### src/rtl/pixel_rate_converter.sv
// Pixel-rate converter: a phase accumulator on clk30 emits one-cycle pixel ticks at
// inc_active/2^ACC_W of the clock rate, re-aligned and re-rated only at line_start.
module pixel_rate_converter #(
  parameter int ACC_W    = 10,
  parameter int BASE_INC = 256,
  parameter int VCD_INC  = 235,
  parameter int LINE_PIX = 384,
  parameter int PIX_W    = 10
) (
  input  logic             clk30,
  input  logic             reset_n,
  input  logic [1:0]       mode,
  input  logic             cfg_wr,
  input  logic [ACC_W-1:0] inc_cfg,
  input  logic             line_start,
  output logic             newpixel,
  output logic [PIX_W-1:0] pixel_idx,
  output logic             line_full
);

  localparam logic [ACC_W-1:0] BASE_INC_C = ACC_W'(BASE_INC);
  localparam logic [ACC_W-1:0] VCD_INC_C  = ACC_W'(VCD_INC);
  localparam logic [PIX_W:0]   LINE_PIX_C = (PIX_W+1)'(LINE_PIX);
  localparam logic [1:0]       MODE_BASE  = 2'd0;
  localparam logic [1:0]       MODE_VCD   = 2'd1;
  localparam logic [1:0]       MODE_PROG  = 2'd2;
  localparam logic [1:0]       MODE_HALT  = 2'd3;

  logic [ACC_W-1:0] acc_r;
  logic [ACC_W-1:0] cfg_r;
  logic [ACC_W-1:0] inc_active_r;
  logic [1:0]       mode_active_r;
  logic [PIX_W:0]   pix_cnt_r;
  logic             newpixel_r;
  logic [PIX_W-1:0] pixel_idx_r;
  logic             line_full_r;

  logic [ACC_W:0]   sum_s;
  logic [PIX_W:0]   pix_next_s;
  logic [ACC_W-1:0] cfg_eff_s;
  logic [ACC_W-1:0] inc_sel_s;
  logic             run_s;

  // Next-state arithmetic and the increment chosen for the next line.
  always_comb begin
    sum_s      = {1'b0, acc_r} + {1'b0, inc_active_r};
    pix_next_s = pix_cnt_r + {{PIX_W{1'b0}}, 1'b1};
    run_s      = (mode_active_r != MODE_HALT) && !line_full_r;
    // A write landing on the line_start edge is honoured immediately.
    if (cfg_wr) begin
      cfg_eff_s = inc_cfg;
    end else begin
      cfg_eff_s = cfg_r;
    end
    case (mode)
      MODE_BASE: inc_sel_s = BASE_INC_C;
      MODE_VCD:  inc_sel_s = VCD_INC_C;
      MODE_PROG: inc_sel_s = cfg_eff_s;
      default:   inc_sel_s = inc_active_r;
    endcase
  end

  // Programmable increment shadow register, writable in any cycle.
  always_ff @(posedge clk30 or negedge reset_n) begin
    if (!reset_n) begin
      cfg_r <= BASE_INC_C;
    end else if (cfg_wr) begin
      cfg_r <= inc_cfg;
    end
  end

  // Phase accumulator, pixel counter and registered tick outputs.
  always_ff @(posedge clk30 or negedge reset_n) begin
    if (!reset_n) begin
      acc_r         <= {ACC_W{1'b0}};
      inc_active_r  <= BASE_INC_C;
      mode_active_r <= MODE_BASE;
      pix_cnt_r     <= {(PIX_W+1){1'b0}};
      newpixel_r    <= 1'b0;
      pixel_idx_r   <= {PIX_W{1'b0}};
      line_full_r   <= 1'b0;
    end else if (line_start) begin
      // Line alignment beats a coincident overflow; pixel_idx deliberately survives.
      mode_active_r <= mode;
      inc_active_r  <= inc_sel_s;
      acc_r         <= {ACC_W{1'b0}};
      pix_cnt_r     <= {(PIX_W+1){1'b0}};
      line_full_r   <= 1'b0;
      newpixel_r    <= 1'b0;
    end else if (run_s) begin
      acc_r      <= sum_s[ACC_W-1:0];
      newpixel_r <= sum_s[ACC_W];
      if (sum_s[ACC_W]) begin
        pixel_idx_r <= pix_cnt_r[PIX_W-1:0];
        pix_cnt_r   <= pix_next_s;
        line_full_r <= (pix_next_s == LINE_PIX_C);
      end
    end else begin
      newpixel_r <= 1'b0;
    end
  end

  assign newpixel  = newpixel_r;
  assign pixel_idx = pixel_idx_r;
  assign line_full = line_full_r;

endmodule

### config.mk
export PLATFORM = sky130hd
export DESIGN_NAME = pixel_rate_converter
export DESIGN_NICKNAME = d
export VERILOG_FILES = /design/src/rtl/pixel_rate_converter.sv
export SDC_FILE = /design/constraint.sdc
export NUM_CORES = 1
export LEC_CHECK = 0
export ABC_AREA = 1
export BUFFER_PORTS_ARGS = -buffer_cell sky130_fd_sc_hd__buf_2
export CAP_MARGIN = 15
export CORE_MARGIN = 10
export CORE_UTILIZATION = 40
export DETAILED_ROUTE_END_ITERATION = 8
export GPL_ROUTABILITY_DRIVEN = 0
export GPL_TIMING_DRIVEN = 0
export PLACE_DENSITY = 0.59
export SLEW_MARGIN = 0
export SYNTH_ARGS = -nofsm -noshare
export SYNTH_HDL_FRONTEND = slang
export SYNTH_SLANG_ARGS = --single-unit
### constraint.sdc
create_clock -name clk30 -period 2.7 [get_ports clk30]
set_input_delay 0.405 -clock clk30 [delete_from_list [all_inputs] [get_ports clk30]]
set_output_delay 0.405 -clock clk30 [all_outputs]
set_load 0.02 [all_outputs]
==> results.yml, run 1 <==
worst_setup_path:
  worst_setup_path_start_kind: "flop"
  end_kind: "flop"
  slowest_delay_ps: 410
  crit_top_cell: "nand2_2"
  path_max_fanout: 10
  r2r_setup_slack_ps: 580
  crit_chain: "ha_1 -> inv_1 -> fa_1 -> inv_1 -> nand3_1 -> nand2_2 -> nand2_2 -> nand2_2 -> nand2_2 -> nand2_4 -> nand2_1 -> buf_4 -> nand3_1 -> nand2_1"
  worst-setup-path-type: "reg -> reg"
  critPathRequiredTime_ps: 2910
  arrival_ps: 2330
  slowest_stage: "fa_1"
clock_tree:
  postCtsSetupBuffers: 0
  cts_root_buf: "clkbuf_8"
  clock_path_buffers: 2
  cts_htree_levels: 2
  cts_tree: "built"
  clkLatencyLatePin_ps: 310
  hold_buffers: 0
  cts_sinks: 55
  cts_resized: 0
  path_clk_slew_ps: 100
  cts_made_buffers: 5
synth:
  synth_area_leaders: "dfrtp_1 (45%), nand2_1 (17%), nand3_1 (6.9%), ha_1 (6.3%), inv_1 (4.1%)"
  syn_area_per_cell_um2: 7.82
  synth_top_area_share: 0.448
  syn-num-nets: 411
  synth-seq-cells: 55
  yosysUniqueCellTypes: 28
  synth_cells: 379
  syn_area_um2: 2960
  ys_warn_count: 0
  synth_top_area_cell: "dfrtp_1"
  ys_seq_area_frac: 0.465
route:
  dr.pass1.iters: 4
  viasPerCell: 4.84
  antenna_left: 0
  drc: 0
  routed_wl_um: 6300
  vias: 2490
  wire_per_inst_um: 12.3
  dr.first_iter.drc_count: 142
die:
  dieArea_um2: 11200
  die_w_um: 106
  io_pins: 28
  start_util: 0.411
  die_height_um: 106
  fp.coreArea_um2: 7210
  rows: 31
final_layout:
  final_common_cell: "nand2_1"
  fillerInstances: 751
  area_growth_pct: 12.3
  fin_nets: 446
  num_antenna_cells: 0
  drive_above_1_share: 0.128
  most-common-layout-cells: "nand2_1 (132), dfrtp_1 (53), nand3_1 (41)"
  final_util: 0.461
grt:
  grt_pass1_vias: 2348
  grt_max_degree: 30
  grtUsageTotal: 0.116
  antenna_found_initial: 0
  grt_overflow: 0
  grt_pass1_wl_um: 11100
placement:
  portBuffers: 27
  dp_hpwl_um: 4840
  post-place-ws_ps: 578
pwr:
  power_density_nw_per_um2: 497
  peakVddDrop_mv: 0.207
  total_power_mw: 1.65
  p_leak_nw: 1.73
  p_sw_frac: 0.296
  p_clk_frac: 0.275
  seq_power_share: 0.553
  power_switching_mw: 0.489
  combPwrFrac: 0.172
  p_int_mw: 1.16
timing:
  setup_ws_ps: 577
  drv_slew: 0
  fin_crit_ps: 2120
  tns_ps: 0
  max_freq_ghz: 0.471
  setup_viol: 0
  hold_viol_final: 0
  rsz0062_at_grt: "false"
  slew_headroom: 0.503
  post-route-period-util: 0.786
  clock_skew_ps: 6.86
  tightest_slew_ps: 743
outcome:
  status: "complete, no violations"
job:
  cap_violations: 0
hold_path:
  hp-class: "in -> async"
area by class of cell:
type,instances,area [um^2],area share
repair buffers,28,155,0.0466
multi-input cells,279,1390,0.418
well taps,99,124,0.0372
clock inverters,2,12.5,0.00376
inverters,36,143,0.0429
flip-flops and latches,55,1380,0.414
plain buffers,9,51.3,0.0154
clock buffers,6,72.6,0.0218
stage by stage:
step	std cells	cell area [um^2]	hold slack (ps)
floorplan	379	2960	109
global placement	505	3220	458
detailed placement	506	3240	465
CTS	514	3330	115
global route	514	3330	137
finish	514	3330	91.7
per-layer routing:
layer | share of wire | global-route usage | wire, um
met4 | 0.014 | 0.0377 | 87
met3 | 0.048 | 0.0260 | 302
met5 | 0 | 0 | 0
met2 | 0.43 | 0.171 | 2690
met1 | 0.51 | 0.164 | 3220
registers in the layout, summed over array words and instances, names as in the netlist:
name           count
pix_cnt_r         11
cfg_r             10
pixel_idx         10
line_full          1
acc_r             10
mode_active_r      2
inc_active_r      10
newpixel           1
worst max-delay path, delay by kind of cell (launching register included):
family,cells,cell delay [ps]
simple gates,9,700
flops,1,370
fa+ha+maj,2,630
buf+inv,3,330
cell usage after synthesis:
library cell and count:
clkbuf_1 4, ha_1 15, a21oi_1 12, a22o_1 1, inv_1 32, o21ai_1 9
o211ai_1 1, dfstp_2 2, fa_1 1, inv_8 1, nand2_2 5, nand4_1 11
buf_2 2, o21ai_0 23, o21a_1 1, inv_2 2, nor2_1 22, nor2_4 1
clkinv_1 1, nand2_1 132, xor2_1 1, nand2_4 1, dfrtp_1 53, nand3_1 41
o21bai_1 1, nor3_4 1, buf_4 2, buf_6 1
power groups by stage:
stage | Clock (mW) | Sequential, mW | Combinational, mW
2_1_floorplan | 0 | 0.923 | 0.200
3_3_place_gp | 0 | 0.929 | 0.278
3_5_place_dp | 0 | 0.929 | 0.287
4_1_cts | 0.474 | 0.914 | 0.287
5_1_grt | 0.502 | 0.922 | 0.332
6_report | 0.455 | 0.914 | 0.284
cell families (layout without fill, tap and decap cells):
logic type / after synthesis / count (layout) / synth area share
DFF: 55 / 55 / 0.465
buffers and inverters: 45 / 81 / 0.0655
adders and majority gates: 16 / 16 / 0.0701
and+or+nand+nor: 214 / 214 / 0.311
AOI/OAI and AO/OA: 48 / 48 / 0.0849
xor gates and xnor gates: 1 / 1 / 0.00296
path summary, 6_finish.rpt:
kind                                 start              end  cells after the start
setup / recovery           inc_active_r[0]     pix_cnt_r[6]                     14
setup reg to reg           inc_active_r[0]     pix_cnt_r[6]                     14
hold / removal                     reset_n         cfg_r[2]                      1
hold reg to reg               pixel_idx[1]     pixel_idx[1]                      2
max in group asynchronous          reset_n  inc_active_r[8]                      2
min in group clk30              inc_cfg[4]         cfg_r[4]                      3
(Power assumes the default switching activity.)
==> inputs of run 2 (changes only) <==
clock period = 2.1 ns   (was 2.7 ns; I/O delays follow)
==> run 2 against run 1 <==
Non-clock buffer count grew 7. Global-route usage up 0.050 points. Sequential power increased by 29%. Sequential share of layout area is 0.90 points lower. Clock power increased by 30%. Final area grew 2.2%. Worst setup slack worse by 430 ps. Flip-flop and latch count is the same. Worst hold slack got worse by 86 ps. Combinational power increased by 37%. Die area is the same.
==> results.yml, run 2 (synthesized netlist as in run 1, its figures left out) <==
outcome:
  status: "complete, no violations"
timing:
  post-route-period-util: 0.929
  setup_ws_ps: 150
  clock_skew_ps: 6.59
  hold_viol_final: 0
  tightest_slew_ps: 772
  setup_viol: 0
  slew_headroom: 0.483
  max_freq_ghz: 0.513
  drv_slew: 0
  fin_crit_ps: 1950
clock_tree:
  cts_tree: "built"
  path_clk_slew_ps: 100
  cts_htree_levels: 2
  clkLatencyLatePin_ps: 310
  cts_sinks: 55
  cts_root_buf: "clkbuf_8"
  cts_made_buffers: 5
  clock_path_buffers: 2
placement:
  portBuffers: 27
  post-place-ws_ps: -21.8
  placed_cells: 506
  dp_hpwl_um: 4840
final_layout:
  area_growth_pct: 14.8
  multi_input_area_um2: 1410
  fin_nets: 453
  final_common_cell: "nand2_1"
  num_antenna_cells: 0
  drive_above_1_share: 0.149
  finalNonFillerCells: 521
  most-common-layout-cells: "nand2_1 (131), dfrtp_1 (53), nand3_1 (41)"
  seq_area_um2: 1380
  largest_reg_flops: 11
  regMostFlops: "pix_cnt_r"
  fillerInstances: 743
die:
  rows: 31
  die_w_um: 106
  fp.coreArea_um2: 7210
  io_pins: 28
  die_height_um: 106
  dieArea_um2: 11200
  start_util: 0.411
worst_setup_path:
  worst_setup_path_start_kind: "flop"
  critPathTopFamily: "simple AND/OR/NAND/NOR gates"
  critPathRequiredTime_ps: 2310
  end_kind: "flop"
  arrival_ps: 2160
  path_max_fanout: 5
  crit_top_cell: "nand2_2"
  path_buf_inv: 3
  worstSetupStartpoint: "inc_active_r[0]"
  slowest_delay_ps: 410
  worst_r2r_path_depth: 14
  r2r_start: "inc_active_r[0]"
  crit_chain: "ha_4 -> inv_1 -> fa_2 -> inv_1 -> nand3_1 -> nand2_2 -> nand2_2 -> nand2_2 -> nand2_2 -> nand2_4 -> nand2_2 -> buf_4 -> nand3_1 -> nand2_1"
  reg2reg_to: "pix_cnt_r[6]"
  r2r_setup_slack_ps: 150
  worst-setup-path-type: "reg -> reg"
  slowest_stage: "dfrtp_1"
grt:
  grt_max_degree: 30
  grtUsageTotal: 0.117
  grt_pass1_vias: 2355
  antenna_found_initial: 0
  grt_pass1_wl_um: 11100
  grt_overflow: 0
route:
  antenna_left: 0
  routed_wl_um: 6580
  wire_per_inst_um: 12.6
  dr.pass1.iters: 4
  dr.first_iter.drc_count: 119
  viasPerCell: 4.84
  drc: 0
  vias: 2521
pwr:
  p_clk_frac: 0.274
  peakVddDrop_mv: 0.262
  power_density_nw_per_um2: 635
  p_int_mw: 1.51
  combPwrFrac: 0.180
  power_switching_mw: 0.646
  p_leak_nw: 1.77
  p_sw_frac: 0.299
  seq_power_share: 0.546
hold_path:
  hp-class: "in -> async"
job:
  cap_violations: 0
## run 2: worst max-delay path by stage
stage	end	slack (ps)	depth (start not counted)
floorplan	pix_cnt_r[3]	220	14
global placement	pix_cnt_r[1]	-20	14
detailed placement	pix_cnt_r[0]	-20	14
CTS	pix_cnt_r[6]	50	14
global route	pixel_idx[1]	-10	15
finish	pix_cnt_r[6]	150	14
## run 2: power groups by stage
| stage | Combinational [mW] | Clock, mW | Sequential, mW |
|---|---|---|---|
| 3_5_place_dp | 0.368 | 0 | 1.20 |
| 6_report | 0.389 | 0.591 | 1.18 |
| 3_3_place_gp | 0.358 | 0 | 1.19 |
| 2_1_floorplan | 0.257 | 0 | 1.19 |
| 5_1_grt | 0.451 | 0.647 | 1.19 |
| 4_1_cts | 0.374 | 0.610 | 1.18 |
## run 2: stage by stage
stage	TNS, ps	util	area, um^2	hold slack [ps]	total power, mW
3_5_place_dp	-160	0.449	3240	375	1.56
2_1_floorplan	0	-	2960	19.4	1.44
3_3_place_gp	-99.1	0.447	3220	458	1.55
5_1_grt	-23.7	0.471	3400	46.8	2.29
6_report	0	0.471	3400	5.77	2.16
4_1_cts	0	0.463	3340	24.8	2.16
## run 2: area by class of cell
cell class / instances / area share
Buffer: 9 / 0.0162
Tap cell: 99 / 0.0364
Sequential cell: 55 / 0.405
Clock inverter: 2 / 0.00368
Multi-Input combinational cell: 279 / 0.414
Clock buffer: 6 / 0.0213
Inverter: 36 / 0.0419
Timing Repair Buffer: 35 / 0.0611
## run 2: layer usage
metal  vias to the layer above  global-route usage  part of all wire
li1                       1314                   -                 -
met1                      1154               0.165              0.52
met2                        46               0.173              0.44
met3                         7              0.0260             0.039
met4                         0              0.0377             0.010
met5                         -                   0                 0
## run 2: what timing repair did
item                       4_1_cts  5_1_grt
cloned                           0        1
hold endpoints to repair         0        0
resized for setup                2        5
buffers inserted                 1        5
hold buffers                     0        0
pin swaps                        0        2
setup endpoints to repair       13       22
## run 2: worst register-to-register path, stage by stage (launching register included)
cell	delay [ps]
dfrtp_1	410
ha_4	170
inv_1	50
fa_2	350
inv_1	60
nand3_1	70
nand2_2	110
nand2_2	60
nand2_2	80
nand2_2	60
nand2_4	70
nand2_2	80
buf_4	180
nand3_1	70
nand2_1	50
==> inputs of run 3 (changes only) <==
CORE_MARGIN = not set   (was 10)
==> run 3 against run 2 <==
Combinational power increased by 5.9%. Global-route usage increased by 6.8 points. Flip-flop and latch count unchanged. Critical path depth increased by 1. Clock-buffer cell count unchanged. Via count increased by 2.0%. Fmax decreased by 4.2%. Utilization increased by 1.8 points. Wire length decreased by 1.5%. Critical path type unchanged. Highest routed layer unchanged.
==> results.yml, run 3 (synthesized netlist as in run 1, its figures left out) <==
outcome:
  status: "complete, no violations"
route:
  routed_wl_um: 6480
  top_layer_used: "met4"
  dr.first_iter.drc_count: 120
  dr_wl_met3_um: 247
  dr_wl_met2_um: 2820
  viasPerCell: 4.90
  antenna_left: 0
  wl_met1_um: 3310
  dr.pass1.iters: 4
  drc: 0
  wire_per_inst_um: 12.3
  vias: 2572
hold_path:
  hp-class: "in -> reg"
  hold_path_depth: 3
placement:
  portBuffers: 27
  dp_hpwl_um: 4600
  placed_cells: 506
  detailed_place.area_um2: 3240
clock_tree:
  cts_made_buffers: 5
  cts_sinks: 55
  clock_path_buffers: 2
  cts_root_buf: "clkbuf_8"
  clkLatencyLatePin_ps: 310
  cts_htree_levels: 2
  cts_tree: "built"
  path_clk_slew_ps: 100
grt:
  grt_pass1_wl_um: 11100
  grt_overflow: 0
  grt_max_degree: 41
  grt_pass1_vias: 2353
  grtUsageTotal: 0.185
  antenna_found_initial: 0
worst_setup_path:
  worst_setup_path_start_kind: "flop"
  end_kind: "flop"
  worst_r2r_path_depth: 15
  path_max_fanout: 6
  critPathRequiredTime_ps: 2360
  worst-setup-path-type: "reg -> reg"
  arrival_ps: 2300
final_layout:
  seq_area_um2: 1380
  area_growth_pct: 19.2
  finalNonFillerCells: 525
  regMostFlops: "pix_cnt_r"
  drive_above_1_share: 0.174
  final_common_cell: "nand2_1"
  num_antenna_cells: 0
  fin_nets: 457
  largest_reg_flops: 11
  multi_input_area_um2: 1440
  design_area_um2: 3530
  most-common-layout-cells: "nand2_1 (128), dfrtp_1 (53), nand3_1 (39)"
  fillerInstances: 753
timing:
  clock_skew_ps: 8.40
  drv_slew: 0
  tightest_slew_ps: 748
  rsz0062_at_grt: "true"
  post-route-period-util: 0.969
  max_freq_ghz: 0.491
  fin_hold_ws_ps: 221
  hold_viol_final: 0
  setup_viol: 0
  slew_headroom: 0.499
  fin_crit_ps: 2040
pwr:
  power_density_nw_per_um2: 657
  combPwrFrac: 0.178
  peakVddDrop_mv: 0.487
  p_leak_nw: 1.83
  seq_power_share: 0.508
  p_sw_frac: 0.288
  p_clk_frac: 0.315
  power_switching_mw: 0.667
  total_power_mw: 2.32
  p_int_mw: 1.65
die:
  io_pins: 28
  die_w_um: 88.1
  fp.coreArea_um2: 7210
  dieArea_um2: 7760
  die_height_um: 88.1
  start_util: 0.411
  rows: 31
job:
  cap_violations: 0
[run 3: cell types whose count changed in the layout (fill, tap and decap cells not counted), sizes merged]
cell / before / now
clkbuf: 10 / 11
buf: 40 / 41
bufinv: 0 / 1
clkinvlp: 1 / 0
inv: 35 / 36
dlygate4sd3: 0 / 1
[run 3: final timing paths]
path | endpoint | startpoint | slack [ps]
max | pix_cnt_r[1] | inc_active_r[0] | 60
min | cfg_r[6] | inc_cfg[6] | 220
max reg2reg | pix_cnt_r[1] | inc_active_r[0] | 60
min reg2reg | cfg_r[1] | cfg_r[1] | 480
max in group asynchronous | cfg_r[8] | reset_n | 1050
min in group asynchronous | pixel_idx[8] | reset_n | 450
[run 3: critical path, cell delays in order, from the launching register on]
cell	delay [ps]
dfrtp_1	410
ha_4	170
inv_2	40
fa_2	390
inv_2	60
nand3_2	80
nand2_4	100
nand2_2	50
nand2_2	70
nand2_2	60
nand2_4	110
nand2_4	90
buf_8	160
inv_6	70
nand2_1	40
nand2_1	60
[run 3: per-layer routing]
layer / vias to the layer above / track usage
met5: - / 0
met4: 0 / 0.0601
met3: 9 / 0.0302
met2: 41 / 0.274
met1: 1194 / 0.275
li1: 1328 / -
[run 3: area by class of cell]
class / count / area share
inverters: 36 / 0.0418
well taps: 99 / 0.0351
repair buffers: 38 / 0.0719
flip-flops and latches: 55 / 0.391
clock buffers: 6 / 0.0206
plain buffers: 9 / 0.0177
multi-input cells: 279 / 0.409
repair inverters: 1 / 0.00248
clock inverters: 2 / 0.0110
[run 3: power groups by stage]
stage	Clock [mW]	Combinational (mW)	Sequential (mW)
global placement	0	0.357	1.19
CTS	0.754	0.378	1.18
global route	0.796	0.479	1.19
detailed placement	0	0.369	1.20
finish	0.730	0.412	1.18
floorplan	0	0.257	1.19
[run 3: timing repair]
item                                   4_1_cts  5_1_grt
gates cloned                                 0        3
pin swaps                                    0        8
setup endpoints to repair                   11       23
setup buffers                                1        6
endpoints found under the hold margin       15        0
gates resized for setup                      2       20
hold buffers                                 1        0
[run 3: through the flow]
stage | setup TNS (ps) | utilization | setup WS (ps)
4_1_cts | 0 | 0.468 | 18.2
2_1_floorplan | 0 | - | 217
3_3_place_gp | -122 | 0.447 | -20.9
3_5_place_dp | -129 | 0.449 | -24.9
5_1_grt | -663 | 0.489 | -48.9
6_report | 0 | 0.489 | 64.8
